<file path="src/rtl/chunked_adder_pkg.sv">
// Shared types and constants for the chunked adder/subtractor datapath.
package chunked_adder_pkg;

  typedef enum logic [1:0] {
    IDLE = 2'd0,
    RUN  = 2'd1,
    DONE = 2'd2
  } state_t;

  localparam int DEF_WIDTH = 32;
  localparam int DEF_CHUNK = 8;

  localparam logic OP_ADD = 1'b0;
  localparam logic OP_SUB = 1'b1;

endpackage

</file>
<file path="src/rtl/chunked_adder_rca_chunk.sv">
// Combinational CHUNK-bit ripple-carry slice; also exposes the carry into its MSB.
module rca_chunk #(
  parameter int CHUNK = 8
) (
  input  logic [CHUNK-1:0] a,
  input  logic [CHUNK-1:0] b,
  input  logic             cin,
  output logic [CHUNK-1:0] sum,
  output logic             cout,
  output logic             cmsb
);

  logic [CHUNK:0] c;

  assign c[0] = cin;

  for (genvar i = 0; i < CHUNK; i++) begin : g_bit
    full_adder u_fa (
      .a   (a[i]),
      .b   (b[i]),
      .cin (c[i]),
      .sum (sum[i]),
      .cout(c[i+1])
    );
  end

  assign cout = c[CHUNK];
  assign cmsb = c[CHUNK-1];

endmodule

</file>
<file path="src/rtl/full_adder.sv">
// Single-bit full adder cell.
module full_adder (
  input  logic a,
  input  logic b,
  input  logic cin,
  output logic sum,
  output logic cout
);

  assign sum  = a ^ b ^ cin;
  assign cout = (a & b) | (cin & (a ^ b));

endmodule

</file>
<file path="src/rtl/chunked_adder.sv">
// Multi-cycle adder/subtractor: one CHUNK-bit slice per cycle, LSB first, registered carry.
// Optional signed-overflow output ovf is enabled by defining CHUNKED_ADDER_OVF_EN.
module chunked_adder
  import chunked_adder_pkg::*;
#(
  parameter int WIDTH = DEF_WIDTH,
  parameter int CHUNK = DEF_CHUNK
) (
  input  logic             clk,
  input  logic             rst,
  input  logic             start,
  input  logic [WIDTH-1:0] a,
  input  logic [WIDTH-1:0] b,
  input  logic             cin,
  input  logic             sub,
  output logic             ready,
  output logic             busy,
  output logic             done,
  output logic [WIDTH-1:0] sum,
  output logic             cout
`ifdef CHUNKED_ADDER_OVF_EN
  ,
  output logic             ovf
`endif
);

  localparam int NCHUNK = WIDTH / CHUNK;
  localparam int IDX_W  = (NCHUNK > 1) ? $clog2(NCHUNK) : 1;
  localparam logic [IDX_W-1:0] LAST = IDX_W'(NCHUNK - 1);

  if (WIDTH % CHUNK != 0) begin : g_bad_width
    $error("chunked_adder: WIDTH must be an integer multiple of CHUNK");
  end

  state_t           state;
  logic [IDX_W-1:0] idx;
  logic [WIDTH-1:0] op_a;
  logic [WIDTH-1:0] op_b;
  logic             carry;
  logic [WIDTH-1:0] acc;
  logic [WIDTH-1:0] next_acc;
  logic [CHUNK-1:0] sl_a;
  logic [CHUNK-1:0] sl_b;
  logic [CHUNK-1:0] sl_sum;
  logic             c_out;
  logic             c_msb;

  assign sl_a = op_a[int'(idx)*CHUNK +: CHUNK];
  assign sl_b = op_b[int'(idx)*CHUNK +: CHUNK];

  rca_chunk #(.CHUNK(CHUNK)) u_rca (
    .a   (sl_a),
    .b   (sl_b),
    .cin (carry),
    .sum (sl_sum),
    .cout(c_out),
    .cmsb(c_msb)
  );

  // Partial results accumulate here so sum only ever shows complete results.
  always_comb begin
    next_acc = acc;
    next_acc[int'(idx)*CHUNK +: CHUNK] = sl_sum;
  end

`ifndef CHUNKED_ADDER_OVF_EN
  logic unused_cmsb;
  assign unused_cmsb = c_msb;
`endif

  always_ff @(posedge clk or posedge rst) begin
    if (rst) begin
      state <= IDLE;
      idx   <= '0;
      op_a  <= '0;
      op_b  <= '0;
      carry <= 1'b0;
      acc   <= '0;
      sum   <= '0;
      cout  <= 1'b0;
      ready <= 1'b1;
      busy  <= 1'b0;
      done  <= 1'b0;
`ifdef CHUNKED_ADDER_OVF_EN
      ovf   <= 1'b0;
`endif
    end else begin
      case (state)
        IDLE, DONE: begin
          done  <= 1'b0;
          ready <= 1'b1;
          busy  <= 1'b0;
          state <= IDLE;
          if (start) begin
            // Subtraction is a + ~b + ~cin, so the borrow-in becomes an inverted carry-in.
            op_a  <= a;
            op_b  <= (sub == OP_SUB) ? ~b : b;
            carry <= (sub == OP_SUB) ? ~cin : cin;
            idx   <= '0;
            acc   <= '0;
            state <= RUN;
            ready <= 1'b0;
            busy  <= 1'b1;
          end
        end
        RUN: begin
          acc   <= next_acc;
          carry <= c_out;
          if (idx == LAST) begin
            sum   <= next_acc;
            cout  <= c_out;
`ifdef CHUNKED_ADDER_OVF_EN
            ovf   <= c_out ^ c_msb;
`endif
            idx   <= '0;
            state <= DONE;
            done  <= 1'b1;
            ready <= 1'b1;
            busy  <= 1'b0;
          end else begin
            idx <= idx + 1'b1;
          end
        end
        default: state <= IDLE;
      endcase
    end
  end

endmodule

</file>
<file path="config.mk">
export PLATFORM = sky130hd
export DESIGN_NAME = chunked_adder
export DESIGN_NICKNAME = d
export VERILOG_FILES = /design/src/rtl/chunked_adder_pkg.sv /design/src/rtl/chunked_adder_rca_chunk.sv /design/src/rtl/full_adder.sv /design/src/rtl/chunked_adder.sv
export SDC_FILE = /design/constraint.sdc
export NUM_CORES = 1
export LEC_CHECK = 0
export BUFFER_PORTS_ARGS = -buffer_cell sky130_fd_sc_hd__buf_2
export CORE_MARGIN = 3
export CORE_UTILIZATION = 40
export CTS_BUF_LIST = sky130_fd_sc_hd__clkbuf_4 sky130_fd_sc_hd__clkbuf_8
export DETAILED_ROUTE_END_ITERATION = 12
export SKIP_CTS_REPAIR_TIMING = 1
export SYNTH_ARGS = -nofsm -noshare
export SYNTH_HDL_FRONTEND = slang
export SYNTH_SLANG_ARGS = --single-unit
</file>
<file path="constraint.sdc">
create_clock -name clk -period 13.8 [get_ports clk]
set_clock_uncertainty 0.15 [all_clocks]
set_input_delay 1.38 -clock clk [delete_from_list [all_inputs] [get_ports clk]]
set_output_delay 1.38 -clock clk [all_outputs]
set_load 0.02 [all_outputs]
</file>
After elaboration in Yosys (flattened, before gate mapping)
Cells that the tools add are included.
- logic and storage cells: 91
- bits in registers: 137
- input port bits: 69
- output and inout bits: 36
- muxes and demuxes: 20
- shift-type cells: 4
- eq/ne operators: 5
- add/subtract/negate cells: 2
- reductions and logical operators: 7
- bitwise operators: 42
- operator list (kind ; count):
    32-bit 2-to-1 mux ; 2
    32-bit one-hot mux with 2 select lines ; 1
    32-bit by 6-bit indexed part select with 8-bit output ; 2
    5-bit negator with 33-bit output ; 1
    8-bit by 33-bit variable shift with 32-bit output, first input constant ; 1
    8-bit by 33-bit indexed part select with 32-bit output ; 1
    32-bit bitwise mux ; 1
    32-bit inverter ; 1
    1-bit bitwise AND ; 16
    1-bit XOR ; 16
    1-bit bitwise OR ; 8
    1-bit one-hot mux with 2 select lines ; 4
    2-bit one-hot mux with 2 select lines ; 2
    2-bit AND reduction ; 4
    1-bit 2-to-1 mux ; 7
    2-bit 2-to-1 mux ; 3
    2-bit equality test, second input constant ; 2
    2-bit != test, second input constant ; 2
    2-bit by 1-bit adder with 2-bit output, second input constant ; 1
    2-bit by 1-bit equality test with 1-bit output, second input constant ; 1
    2-bit logical NOT ; 1
    2-bit nonzero test ; 1
    2-bit OR reduction ; 1
    1-bit inverter ; 1

Logic depth before layout (Yosys ltp)
Gate-level depths: netlist of the first run.
- word-level depth: 20
- mapped depth: 18

Hierarchy
Synthesis of the first run repeated with hierarchy kept, for this count alone.
- cells, all modules: 612
- area total of the unflattened synthesis: 6528.8 sq um
- by module, submodules not included (module ; cells each ; times used ; area an instance (sq um) ; seq. area each (sq um)):
    chunked_adder ; 604 ; 1 ; 6368.6 ; 3429.5
    full_adder ; 1 ; 8 ; 20.0 ; 0.0

Worst setup path before layout of the first run
No wires, ideal clock.
- path type: register to register
- start: reg idx[0]
- end: reg acc[31]
- data required time: 13.528 ns
- arrival: 4.390 ns
- setup slack: 9.138 ns
- buffers on the path: 3
- cell stages (with the launch flop): 18
- path through: dfrtp_1 > buf_6 > buf_6 > mux4_1 > inv_1 > fa_1 > fa_1 > fa_1 > fa_1 > fa_1 > inv_1 > fa_1 > inv_1 > fa_1 > inv_1 > fa_1 > buf_1 > a32o_1
- cells in the longest elaborated chain, start to end: 20
- elaborated cells on any way between the ends: 44
- those cells by class: add/sub (1); shift (4); mux (2); bitwise (37)
- ends and longest elaborated chain (item ; RTL line ; RTL):
    from (decl) ; chunked_adder.sv:36 ; logic [IDX_W-1:0] idx;
    from (signal assigned) ; chunked_adder.sv:121 ; idx <= idx + 1'b1;
    32-bit by 6-bit indexed part select with 8-bit output (on tied branches) ; chunked_adder.sv:48, chunked_adder.sv:49 ;
    1-bit XOR ; full_adder.sv:10, full_adder.sv:11 ;
    1-bit bitwise AND ; full_adder.sv:11 ; assign cout = (a & b) | (cin & (a ^ b));
    1-bit bitwise OR ; full_adder.sv:11 ;
    1-bit bitwise AND ; full_adder.sv:11 ;
    1-bit bitwise OR ; full_adder.sv:11 ;
    1-bit bitwise AND ; full_adder.sv:11 ;
    1-bit bitwise OR ; full_adder.sv:11 ;
    (+4 left out) ; n/a ;
    1-bit bitwise AND ; full_adder.sv:11 ;
    1-bit bitwise OR ; full_adder.sv:11 ;
    1-bit bitwise AND ; full_adder.sv:11 ;
    1-bit bitwise OR ; full_adder.sv:11 ;
    1-bit XOR ; full_adder.sv:10 ; assign sum = a ^ b ^ cin;
    8-bit by 33-bit indexed part select with 32-bit output ; chunked_adder.sv:63 ; next_acc[int'(idx)*CHUNK +: CHUNK] = sl_sum;
    32-bit bitwise mux * ; chunked_adder.sv:63 ;
    32-bit one-hot mux with 2 select lines * ; chunked_adder.sv:88 ; case (state)
    to (signal assigned) ; chunked_adder.sv:107 ; acc <= next_acc;
    to (decl) ; chunked_adder.sv:40 ; logic [WIDTH-1:0] acc;
Every way passes the cells marked *; elsewhere a longest branch is shown, timed or not.
A chain may end at the register's enable or synchronous reset.

Final worst setup path of the first run
- start: reg idx[1]
- end: reg sum[31]
- cells in the longest elaborated chain, start to end: 19
- elaborated cells on any way between the ends: 45
- those cells by class: add/sub (1); eq/ne (1); shift (4); mux (1); bitwise (37); reduce/logical (1)
- ends and longest elaborated chain (item ; RTL line ; RTL):
    32-bit by 6-bit indexed part select with 8-bit output (on tied branches) ; chunked_adder.sv:48, chunked_adder.sv:49 ;
    1-bit XOR ; full_adder.sv:10, full_adder.sv:11 ;
    1-bit bitwise AND ; full_adder.sv:11 ;
    1-bit bitwise OR ; full_adder.sv:11 ;
    1-bit bitwise AND ; full_adder.sv:11 ;
    1-bit bitwise OR ; full_adder.sv:11 ;
    1-bit bitwise AND ; full_adder.sv:11 ;
    1-bit bitwise OR ; full_adder.sv:11 ;
    (+3 left out) ; n/a ;
    1-bit bitwise OR ; full_adder.sv:11 ;
    1-bit bitwise AND ; full_adder.sv:11 ;
    1-bit bitwise OR ; full_adder.sv:11 ;
    1-bit bitwise AND ; full_adder.sv:11 ;
    1-bit bitwise OR ; full_adder.sv:11 ;
    1-bit XOR ; full_adder.sv:10 ;
    8-bit by 33-bit indexed part select with 32-bit output ; chunked_adder.sv:63 ;
    32-bit bitwise mux ; chunked_adder.sv:63 ;
    to (signal assigned) ; chunked_adder.sv:110 ; sum <= next_acc;
    to (decl) ; chunked_adder.sv:19 ; output logic [WIDTH-1:0] sum,
Parallel ways exist; a longest one is shown, timed or not.

==> results.yml, run 1 <==
layout:
  layout.nets: 777
  mostFrequentLayoutCells: "dfrtp_1, nand2_1, buf_2"
  drive_gt1_frac: 0.235
  area_growth_pct: 14.8
  fin_util: 0.472
  finalNonFillerCells: 923
  n_antenna_cell: 0
  final_common_cell: "dfrtp_1"
sta:
  worstMarginPinSlew_ps: 946
  layout_min_cycle_time_ps: 5050
  finalHoldWorstSlack_ps: 327
  fin_crit_sh: 0.366
  hold_violations: 0
  fin_ws_ps: 8750
  relSlewSlack: 0.370
  slew_viol_final: 0
  rsz0062_at_grt: "false"
  max_freq_mhz: 198
  setup_viol: 0
  tns_ps: 0
global_route:
  grt_pass1_wl_mm: 24.3
  grt_max_degree: 77
  antenna_found_initial: 0
  grt_overflow_total: 0
  grt_use_total: 0.172
  first_global_vias: 4781
cts:
  cts-buffers-inserted: 17
  path_clk_slew_ps: 80
  clk_latency_ps: 450
  cts_sinks: 137
  htree_levels: 4
  clk_path_buf_depth: 2
  cts-root-buf: "clkbuf_8"
  cts_tree: "yes"
yosys:
  netlist_area_um2: 6580
  synth_cells: 608
  synth_area_leaders: "dfrtp_1, nand2_1, xnor2_1, nand2b_1, mux4_1"
  synth_top_area_share: 0.518
  ys.warnings.count: 0
  synth_edf_count: 0
  ys_seq_area_frac: 0.522
  ys.flop_type: "dfrtp_1"
  async_flop_share: 1.00
  yosysUniqueCellTypes: 42
  yosys.area.top_type: "dfrtp_1"
  synth_seq_cells: 137
  syn-num-nets: 691
  avgSynthCellArea_um2: 10.8
placement:
  routabilityCongestion: 0.788
  dp_hpwl_mm: 10.3
  port_buffers: 104
  placedCellCount: 891
  pre_cts_slack_ps: 8780
run:
  maxCapViolations: 0
drt:
  via_per_inst: 4.99
  firstDrtPassIters: 4
  vias: 4606
  ant_nets: 0
  drc_errors: 0
  wl_per_cell_um: 15.8
  drtIter0Drc: 245
  routed_wl_mm: 14.6
die:
  rows: 46
  die_area_um2: 18000
  io_pins: 105
  dieWidth_um: 134
  initial_core_util: 0.411
  core_um2: 16000
  die_h_um: 134
worst_setup_path:
  cp_cell_sequence: "mux4_2 -> inv_1 -> fa_1 -> fa_1 -> fa_1 -> fa_1 -> fa_1 -> inv_1 -> fa_1 -> inv_1 -> fa_1 -> inv_1 -> fa_1 -> a21oi_1 -> a21oi_1"
  path_class: "flop to flop"
  arrival_ps: 5200
  path_max_fanout: 20
  crit_slowest_cell: "dfrtp_1"
  end_kind: "flop"
  required_ps: 13960
  crit_path_start_kind: "flop"
  cpMostUsedCell: "fa_1"
  max_stage_delay_ps: 870
  ff2ff_setup_slack_ps: 8750
power_and_ir_drop:
  seq_power_share: 0.337
  power_density_nw_per_um2: 274
  combinationalPowerShare: 0.510
  vdd_drop_max_mv: 0.176
  p_leak_nw: 3.49
  p_sw_frac: 0.438
  clockPowerShare: 0.153
  p_int_w: 0.00116
  switching_power_w: 0.000906
run_status:
  status: "completed"
min_path:
  holdCritPathClass: "flop to flop"
-- registers in the layout (all words and copies together) (netlist names) --
name	flops
op_b	32
carry	1
cout	1
sum	32
op_a	32
state	2
ready	1
busy	1
done	1
acc	32
idx	2
-- layout make-up --
| type | count | area (um2) |
|---|---|---|
| Fill cell | 1546 | 8450 |
| Multi-Input combinational cell | 404 | 2810 |
| Tap cell | 216 | 270 |
| Sequential cell | 137 | 3430 |
| Clock buffer | 31 | 377 |
| Timing Repair Buffer | 109 | 558 |
| Inverter | 25 | 96.3 |
| Clock inverter | 1 | 5.00 |
-- power by group through the flow --
stage	sequential (W)	clock [W]	combinational (W)
floorplan	0.000727	0	0.000699
global placement	0.000698	0	0.00104
detailed placement	0.000707	0	0.00106
CTS	0.000700	0.000321	0.00107
global route	0.000720	0.000337	0.00117
finish	0.000697	0.000316	0.00105
-- synth_stat cells, types with 8 or more instances --
library cell	n
dfrtp_1	136
nand2_1	130
nand2b_1	40
o21ai_0	33
xnor2_1	32
buf_2	26
nor2_1	26
inv_1	25
o2bb2ai_1	24
a31oi_1	21
a21oi_1	13
mux4_1	9
fa_1	8
-- final timing paths --
path	startpoint	cells past startpoint	end
setup / recovery	idx[1]	15	sum[31]
hold / removal	op_a[22]	2	op_a[22]
setup reg to reg	idx[1]	15	sum[31]
hold reg to reg	op_a[22]	2	op_a[22]
max in group asynchronous	rst	3	op_b[0]
min in group asynchronous	rst	2	busy
-- through the flow --
step / total power [W] / area (um2)
finish: 0.00207 / 7550
global route: 0.00223 / 7550
CTS: 0.00209 / 7550
detailed placement: 0.00177 / 7170
global placement: 0.00174 / 7170
floorplan: 0.00143 / 6580
-- kinds of logic after synthesis --
group	after synthesis	share of synthesized area
buf+inv	67	0.0514
compound gates	120	0.124
fa+ha+maj	14	0.0358
xor+xnor	33	0.0440
flops	137	0.522
simple gates	220	0.162
mux	17	0.0617
-- worst max-delay path: cells and delay by family, from the launching register on --
family                     cells  cell delay [ps]
adders and majority gates      8             2990
DFF                            1              870
muxes                          1              350
AOI/OAI and AO/OA              2              270
buffers and inverters          4              250
-- per-layer routing --
metal,track usage,wire length (um),up-vias,share of wire
li1,-,-,2235,-
met1,0.234,6830,2228,0.47
met2,0.267,6820,121,0.47
met3,0.0413,681,22,0.047
met4,0.0673,253,0,0.017
met5,0,0,-,0
(Power assumes the default switching activity.)
==> run 2, diff against run 1 <==
- ABC_AREA: default -> 1
- clock period: 13.8 -> 4.1 ns (I/O delays scaled with it)
==> results.yml, run 2 <==
layout:
  final_common_cell: "nand2_1"
  layout.nets: 1021
  mostFrequentLayoutCells: "nand2_1, dfrtp_1, buf_2"
  fillers: 1604
  area_growth_pct: 17.5
  drive_gt1_frac: 0.203
  finalNonFillerCells: 1167
  n_antenna_cell: 0
sta:
  worstMarginPinSlew_ps: 867
  fin_ws_ps: -72.3
  rsz0062_at_grt: "true"
  max_freq_mhz: 240
  relSlewSlack: 0.421
  setup_viol: 8
  slew_viol_final: 0
  layout_min_cycle_time_ps: 4170
  finalHoldWorstSlack_ps: -7.87
  hold_violations: 16
  fin_crit_sh: 1.02
  tns_ps: -414
yosys:
  synth_area_leaders: "dfrtp_1, nand2_1, nand3_1, xnor2_1, o21ai_0"
  syn-num-nets: 926
  synth-compound-area-share: 0.0447
  synth_xor_area_frac: 0.0429
  synth_top_area_share: 0.505
  synth_seq_cells: 137
  ys_seq_area_frac: 0.509
  synthAdderAreaFrac: 0.0349
  synth_top_family_by_area: "simple AND/OR/NAND/NOR gates"
  netlist_area_um2: 6740
  yosys.area.top_type: "dfrtp_1"
  synth_edf_count: 0
  synth_cells: 843
  ys.warnings.count: 0
  avgSynthCellArea_um2: 8.00
  synthMuxAreaShare: 0
  ys.flop_type: "dfrtp_1"
  synth_most_common_cell: "nand2_1"
  yosys.area_share.simple: 0.313
  async_flop_share: 1.00
  yosysUniqueCellTypes: 25
  ys_top_cells_by_count: "nand2_1, dfrtp_1, nand3_1"
drt:
  ant_nets: 0
  drtIter0Drc: 326
  drc_errors: 0
  vias: 5483
  wl_per_cell_um: 13.9
  firstDrtPassIters: 5
  via_per_inst: 4.70
  routed_wl_mm: 16.2
cts:
  path_clk_slew_ps: 70
  cts_tree: "yes"
  cts-buffers-inserted: 17
  clk_latency_ps: 440
  htree_levels: 4
  clk_path_buf_depth: 2
  cts_sinks: 137
  cts-root-buf: "clkbuf_8"
worst_setup_path:
  path_max_fanout: 6
  arrival_ps: 4360
  path_class: "flop to flop"
  cp_cell_sequence: "inv_4 -> nand2_2 -> nand3_2 -> nand2_2 -> fa_2 -> fa_2 -> fa_2 -> fa_2 -> fa_2 -> inv_2 -> fa_2 -> inv_2 -> fa_2 -> inv_2 -> fa_2 -> nand3_2 -> o21ai_2 -> nand2_1 -> nand2_1"
  cpMostUsedCell: "fa_2"
  required_ps: 4290
  crit_path_start_kind: "flop"
  r2r-start: "idx[0]"
  cp-startpoint: "idx[0]"
  end_kind: "flop"
  crit_buf_inv: 4
  crit_slowest_cell: "fa_2"
  path_delay_family: "adder cells"
  max_stage_delay_ps: 470
placement:
  placedCellCount: 1134
  dp_hpwl_mm: 11.4
  routabilityCongestion: 0.874
  port_buffers: 104
run_status:
  status: "finished with violations"
  violations: "hold timing, setup timing"
die:
  die_area_um2: 18400
  core_um2: 16200
  io_pins: 105
  rows: 46
  die_h_um: 136
  initial_core_util: 0.417
  dieWidth_um: 136
power_and_ir_drop:
  power_w: 0.00689
  vdd_drop_max_mv: 0.464
  p_leak_nw: 4.26
  power_density_nw_per_um2: 869
global_route:
  grt_use_total: 0.185
  grt_pass1_wl_mm: 26.6
  grt_overflow_total: 0
  antenna_found_initial: 0
  grt_max_degree: 98
  first_global_vias: 5175
run:
  maxCapViolations: 0
min_path:
  holdCritPathClass: "input port to asynchronous set/reset pin"
==> run 2: cell types whose count changed in the layout (fill, tap and decap cells not counted), moves of 9 or more <==
cell       delta
nand2_1     +285
nand3_1      +76
nand2b_1     -39
o2bb2ai_1    -24
a31oi_1      -21
a21oi_1      -13
o21ai_0      +11
mux4_1        -9
==> run 2: cell type report <==
cell class                      count  area (um2)  area share
Inverter                           28         116      0.0147
Sequential cell                   137        3430       0.433
Clock buffer                       24         312      0.0393
Clock inverter                      8         118      0.0148
Timing Repair Buffer              121         672      0.0848
Tap cell                          216         270      0.0341
Multi-Input combinational cell    633        3000       0.379
==> run 2: final timing paths <==
path	to	slack (ps)	cells past startpoint
max	sum[15]	-70	19
min	acc[19]	-8	2
max reg2reg	sum[15]	-70	19
min reg2reg	ready	320	2
max in group asynchronous	idx[0]	2800	3
min in group clk	op_a[30]	50	3
==> run 2: per-stage QoR <==
stage	instance area (um2)	hold slack, ps	util	setup slack, ps
floorplan	6820	287	-	-123
global placement	7420	303	0.459	-87.7
detailed placement	7420	308	0.459	-130
CTS	7850	-10.6	0.485	-127
global route	7920	24.0	0.490	-217
finish	7920	-7.87	0.490	-72.3
==> run 2: worst reg2reg max path: stages (launching register included) <==
cell	delay [ps]
dfrtp_2	460
inv_4	110
nand2_2	50
nand3_2	70
nand2_2	60
fa_2	350
fa_2	340
fa_2	340
fa_2	340
fa_2	340
inv_2	60
fa_2	180
inv_2	40
fa_2	330
inv_2	70
fa_2	470
nand3_2	130
o21ai_2	70
nand2_1	60
nand2_1	50
==> run 2: power by group <==
part	switching [W]	leakage (nW)	internal, W
combinational	0.00226	2.26	0.00119
clock	0.000497	0.223	0.000683
sequential	0.000342	1.78	0.00191
==> run 2: cell families after synthesis <==
kind of cell / count (synthesis)
simple gates: 527
fa+ha+maj: 14
xor+xnor: 33
buf+inv: 73
flops: 137
compound gates: 59
==> run 2: metal layers <==
layer	wire length (um)	vias up	global-route usage
met5	0	-	0
met4	165	0	0.0588
met3	620	13	0.0429
met2	7690	107	0.283
met1	7740	2535	0.262
li1	-	2828	-
